[config.mk]
export PLATFORM = sky130hd
export DESIGN_NAME = fifo_uart_tx
export DESIGN_NICKNAME = d
export VERILOG_FILES = /design/src/rtl/fifo_uart_tx.sv
export SDC_FILE = /design/constraint.sdc
export NUM_CORES = 1
export LEC_CHECK = 0
export BUFFER_PORTS_ARGS = -buffer_cell sky130_fd_sc_hd__buf_2
export CAP_MARGIN = 10
export CORE_UTILIZATION = 55
export CTS_CLUSTER_SIZE = 10
export DETAILED_ROUTE_END_ITERATION = 10
export PLACE_DENSITY = 0.77
export SYNTH_ARGS = -nofsm -noshare
export SYNTH_HDL_FRONTEND = slang
export SYNTH_SLANG_ARGS = --single-unit
export TNS_END_PERCENT = 50
[constraint.sdc]
create_clock -name clk -period 6.4 [get_ports clk]
set_clock_uncertainty 0.05 [all_clocks]
set_input_delay 1.92 -clock clk [delete_from_list [all_inputs] [get_ports clk]]
set_output_delay 1.92 -clock clk [all_outputs]
set_load 0.01 [all_outputs]
[src/rtl/fifo_uart_tx.sv]
// UART-style serial transmitter draining a first-word-fall-through FIFO.
// Frames are start bit, LSB-first data, STOP_BITS stop bits, sent back-to-back while data is available.
module fifo_uart_tx #(
   parameter int unsigned DATA_WIDTH   = 8,
   parameter int unsigned CLKS_PER_BIT = 4,
   parameter int unsigned STOP_BITS    = 1
) (
   input  logic                  clk,
   input  logic                  reset,
   input  logic                  rd_val,
   input  logic [DATA_WIDTH-1:0] rd_data,
   output logic                  rd_en,
   output logic                  tx,
   output logic                  busy,
   output logic                  tx_done
);

   localparam int unsigned BAUD_W = (CLKS_PER_BIT > 1) ? $clog2(CLKS_PER_BIT) : 1;
   localparam int unsigned BIT_W  = $clog2(DATA_WIDTH + 1);

   localparam logic [BAUD_W-1:0] BAUD_LAST = BAUD_W'(CLKS_PER_BIT - 1);
   localparam logic [BIT_W-1:0]  DATA_LAST = BIT_W'(DATA_WIDTH - 1);
   localparam logic [BIT_W-1:0]  STOP_LAST = BIT_W'(STOP_BITS - 1);

   typedef enum logic [1:0] {
      IDLE,
      START,
      DATA,
      STOP
   } state_t;

   state_t                state;
   logic [DATA_WIDTH-1:0] shift_reg;
   logic [BIT_W-1:0]      bit_cnt;
   logic [BAUD_W-1:0]     baud_cnt;
   logic                  bit_tick;
   logic                  last_cycle;

   // bit_cnt counts data bits in DATA and stop bits in STOP.
   assign bit_tick   = (baud_cnt == BAUD_LAST);
   assign last_cycle = (state == STOP) && bit_tick && (bit_cnt == STOP_LAST);
   assign rd_en      = rd_val & ((state == IDLE) | last_cycle) & reset;
   assign tx_done    = last_cycle;

   always_ff @(posedge clk or negedge reset) begin
      if (!reset) begin
         state     <= IDLE;
         shift_reg <= '0;
         bit_cnt   <= '0;
         baud_cnt  <= '0;
         tx        <= 1'b1;
         busy      <= 1'b0;
      end else if (rd_en) begin
         shift_reg <= rd_data;
         state     <= START;
         baud_cnt  <= '0;
         bit_cnt   <= '0;
         tx        <= 1'b0;
         busy      <= 1'b1;
      end else begin
         case (state)
            IDLE: begin
               tx   <= 1'b1;
               busy <= 1'b0;
            end
            START: begin
               if (bit_tick) begin
                  baud_cnt  <= '0;
                  state     <= DATA;
                  tx        <= shift_reg[0];
                  shift_reg <= shift_reg >> 1;
               end else begin
                  baud_cnt <= baud_cnt + 1'b1;
               end
            end
            DATA: begin
               if (bit_tick) begin
                  baud_cnt <= '0;
                  if (bit_cnt == DATA_LAST) begin
                     state   <= STOP;
                     bit_cnt <= '0;
                     tx      <= 1'b1;
                  end else begin
                     bit_cnt   <= bit_cnt + 1'b1;
                     tx        <= shift_reg[0];
                     shift_reg <= shift_reg >> 1;
                  end
               end else begin
                  baud_cnt <= baud_cnt + 1'b1;
               end
            end
            STOP: begin
               if (bit_tick) begin
                  baud_cnt <= '0;
                  if (bit_cnt == STOP_LAST) begin
                     state   <= IDLE;
                     bit_cnt <= '0;
                     busy    <= 1'b0;
                  end else begin
                     bit_cnt <= bit_cnt + 1'b1;
                  end
               end else begin
                  baud_cnt <= baud_cnt + 1'b1;
               end
            end
            default: begin
               state <= IDLE;
               tx    <= 1'b1;
               busy  <= 1'b0;
            end
         endcase
      end
   end

endmodule

# Yosys cells after proc, flatten, opt, wreduce, memory -nomap -nowiden

Index checks and enable logic that the tools add are counted.

Add/sub/neg operators: 2
Eq/ne operators: 11
Muxes and demuxes: 30
Bitwise logic cells: 3
Reductions and logical operators: 16

Operators by type and width:

| cell                  | number |
|---|---|
| $mux W8               | 4 |
| $mux W4               | 5 |
| $mux W2               | 9 |
| $pmux W8 S2           | 1 |
| $ne A3 B3 Y1 const B  | 5 |
| $reduce_and A3 Y1     | 3 |
| $reduce_bool A3 Y1    | 3 |
| $pmux W4 S2           | 1 |
| $reduce_bool A4 Y1    | 2 |
| $mux W1               | 7 |
| $eq A2 B2 Y1 const B  | 3 |
| $pmux W2 S3           | 1 |
| $reduce_and A6 Y1     | 1 |
| $add A4 B1 Y4 const B | 1 |
| $eq A4 B3 Y1 const B  | 1 |
| $logic_not A4 Y1      | 1 |
| $reduce_and A4 Y1     | 1 |
| $ne A3 B2 Y1 const B  | 1 |
| $pmux W1 S3           | 1 |
| $reduce_or A3 Y1      | 1 |
| $add A2 B1 Y2 const B | 1 |
| $and A1 B1 Y1         | 2 |
| $eq A2 B1 Y1 const B  | 1 |
| $logic_and A1 B1 Y1   | 2 |
| 4 further kinds       | 4 |

Register bits: 18
Output and inout bits: 4
Word-level logic and storage cells: 68

# Logic depth before layout (Yosys ltp)

Depth in word-level cells: 8
Gate-level depth with buffers: 8
Mapped depth without buffers: 7

# Worst setup path before layout

Ideal clock, no wire load.

Path kind: input-to-output
Start: in reset
End: out rd_en
Arrival time: 2.664 ns
Path slack: 1.766 ns
Cell stages on the path: 4
Buffers on the path: 1
Cells stage by stage: and3_1 a41oi_1 inv_2 buf_6

Cells in the longest elaborated chain, start to end: 1

Ends and longest elaborated chain:

| element         | RTL line | source |
|---|---|---|
| start, declared | 9        | `input logic reset,` |
| $and A1 B1 Y1   | 42       | `assign rd_en = rd_val & ((state == IDLE) \| last_cycle) & reset;` |
| end, declared   | 12       | `output logic rd_en,` |

No other way between the ends.

# Worst setup path in the final report

Same ends and word-level chain as after synthesis.

==> results.json <==
{
  "dp.cells": 144,
  "crit_path_frequent_cell": "buf_2",
  "largest_reg_flops": 8,
  "insertion_delay_ns": 0.30,
  "synth_area_leaders": "dfrtp_1 (41%), ha_1 (9.6%), o21ai_0 (9.1%)",
  "synth_warnings": 0,
  "clk_pin_slew_ns": 0.10,
  "fin_util": 0.668,
  "critical_path_class": "primary input to output pin",
  "first_pass_iters": 4,
  "gp_congestion": 0.854,
  "layout-drive-gt1-share": 0.187,
  "syn_to_final_growth_pct": 11.6,
  "drv_slew": 0,
  "ys_types": 32,
  "final_antenna_net_count": 0,
  "regArea_sq_um": 452,
  "tns_ns": 0,
  "cts_max_level": 1,
  "cp_slowest_stage_delay_ns": 0.38,
  "initialDrtViolationCount": 19,
  "cap_violations": 0,
  "pin_count": 15,
  "via_count": 840,
  "leakagePower_nw": 0.524,
  "rsz0062_at_grt": "false",
  "finalSetupViolations": 0,
  "start_kind": "primary input",
  "die_area_sq_um": 2080,
  "synth_top_area_frac": 0.407,
  "async_flop_share": 1.00,
  "holdPathStages": 1,
  "critical_path.slowest_cell": "a41oi_1",
  "rows": 15,
  "fin_nets": 143,
  "synth-seq-cells": 18,
  "wl_mm": 1.99,
  "final_cells": 148,
  "cts.sinks": 18,
  "postCtsResizedCells": 0,
  "cp-end-kind": "output pin",
  "dp_slack_ns": 1.18,
  "antenna_found_initial": 0,
  "grt_pass1_wl_mm": 3.27,
  "status": "complete, no violations",
  "required_ns": 4.43,
  "max_freq_mhz": 191,
  "vias_per_cell": 5.68,
  "fp.dieW_um": 45.6,
  "root_buffer": "clkbuf_4",
  "track_usage": 0.225,
  "cts_made_buffers": 3,
  "synth_top_area_cell": "dfrtp_1",
  "synth_edf_count": 0,
  "synth_flop_cell": "dfrtp_1",
  "port_buffers": 14,
  "worst-path-max-fanout": 22,
  "vdd_ir_drop_max_mv": 0.287,
  "design_area_sq_um": 1170,
  "hpwlAfterDp_mm": 1.46,
  "period_share": 0.816,
  "first_global_vias": 775,
  "wire_per_inst_um": 13.5,
  "hold_class": "flip-flop to flip-flop",
  "core_area_sq_um": 1750,
  "syn_area_per_cell_sq_um": 9.76,
  "rr_worst_depth": 7,
  "syn_area_sq_um": 1040,
  "syn_nets": 126,
  "yosysSeqAreaShare": 0.432,
  "min_period_ns": 5.22,
  "die_h_um": 45.6,
  "fin_ws_ns": 1.18,
  "postSynthCellCount": 107,
  "post-cts-setup-buffers": 0,
  "timing.slew.headroom": 0.680,
  "cp.arrival_ns": 3.25,
  "place_area_sq_um": 1130,
  "multiInputGateArea_sq_um": 547,
  "grt_max_degree": 23,
  "grt-ovfl-total": 0,
  "clock_path_buffers": 2,
  "crit_chain": "buf_2, and3_1, a41oi_1, inv_2, buf_2",
  "start_util": 0.599,
  "fillers": 146,
  "cts_tree": "done",
  "drc": 0,
  "hold_viol": 0,
  "tightest_slew_ns": 0.478,
  "diodes": 0,
  "ctsHoldBuffers": 0,
  "p_per_area_nw_per_um2": 454
}
placed cells by master, fill, tap and decap left out, types with 2 or more instances in the layout:
cell      netlist  routed
dfrtp_1        17      17
ha_1            8       8
clkbuf_4        0       3
o31ai_1         3       3
nand3_1         5       5
o21ai_0        19      19
inv_1           7       7
nor2b_1         2       2
nor2_1          3       3
buf_2           1      14
mux2i_1         7       7
a21oi_1         2       2
nand2_1        13      13
stage by stage:
stage	total power (W)	hold WS [ns]
2_1_floorplan	0.000396	0.412
3_3_place_gp	0.000448	0.435
3_5_place_dp	0.000456	0.445
4_1_cts	0.000529	0.459
5_1_grt	0.000577	0.475
6_report	0.000529	0.457
cell families (layout without fill, tap and decap cells):
| logic type | Yosys count | after routing | share of synthesized area |
|---|---|---|---|
| simple gates | 32 | 32 | 0.172 |
| fa+ha+maj | 8 | 8 | 0.0958 |
| mux | 7 | 7 | 0.0671 |
| flops | 18 | 18 | 0.432 |
| buf+inv | 10 | 26 | 0.0443 |
| compound gates | 32 | 32 | 0.188 |
cell usage after synthesis, types with 2 or more instances:
cell and instances:
a21oi_1 2, dfrtp_1 17, ha_1 8, inv_1 7
mux2i_1 7, nand2_1 13, nand3_1 5, nor2_1 3
nor2b_1 2, o21ai_0 19, o31ai_1 3
worst max-delay path: cells and delay by family:
family / cells / cell delay, ns
buffers and inverters: 3 / 0.66
AOI/OAI and AO/OA: 1 / 0.38
and+or+nand+nor: 1 / 0.28
worst paths after layout:
kind                              from            to  slack [ns]
min in group asynchronous        reset    bit_cnt[0]        1.50
hold / removal             baud_cnt[0]   baud_cnt[0]        0.46
setup / recovery                 reset         rd_en        1.18
max in group asynchronous        reset            tx        4.45
setup reg to reg              state[1]  shift_reg[0]        4.37
hold reg to reg            baud_cnt[0]   baud_cnt[0]        0.46
power breakdown:
group,switching [W],total (W),internal [W]
sequential,0.0000346,0.000202,0.000168
clock,0.0000352,0.0000699,0.0000347
combinational,0.000148,0.000257,0.000109
routing by layer:
| layer | wire, um | up-vias | track usage |
|---|---|---|---|
| li1 | - | 417 | - |
| met1 | 992 | 384 | 0.301 |
| met2 | 862 | 32 | 0.346 |
| met3 | 89 | 7 | 0.0476 |
| met4 | 46 | 0 | 0.109 |
| met5 | 0 | - | 0 |
cell type report:
class | count | area share
Multi-Input combinational cell | 79 | 0.469
Sequential cell | 18 | 0.387
Tap cell | 25 | 0.0268
Clock buffer | 4 | 0.0311
Inverter | 8 | 0.0258
Timing Repair Buffer | 14 | 0.0601
Power figures use the tool's default switching activity.
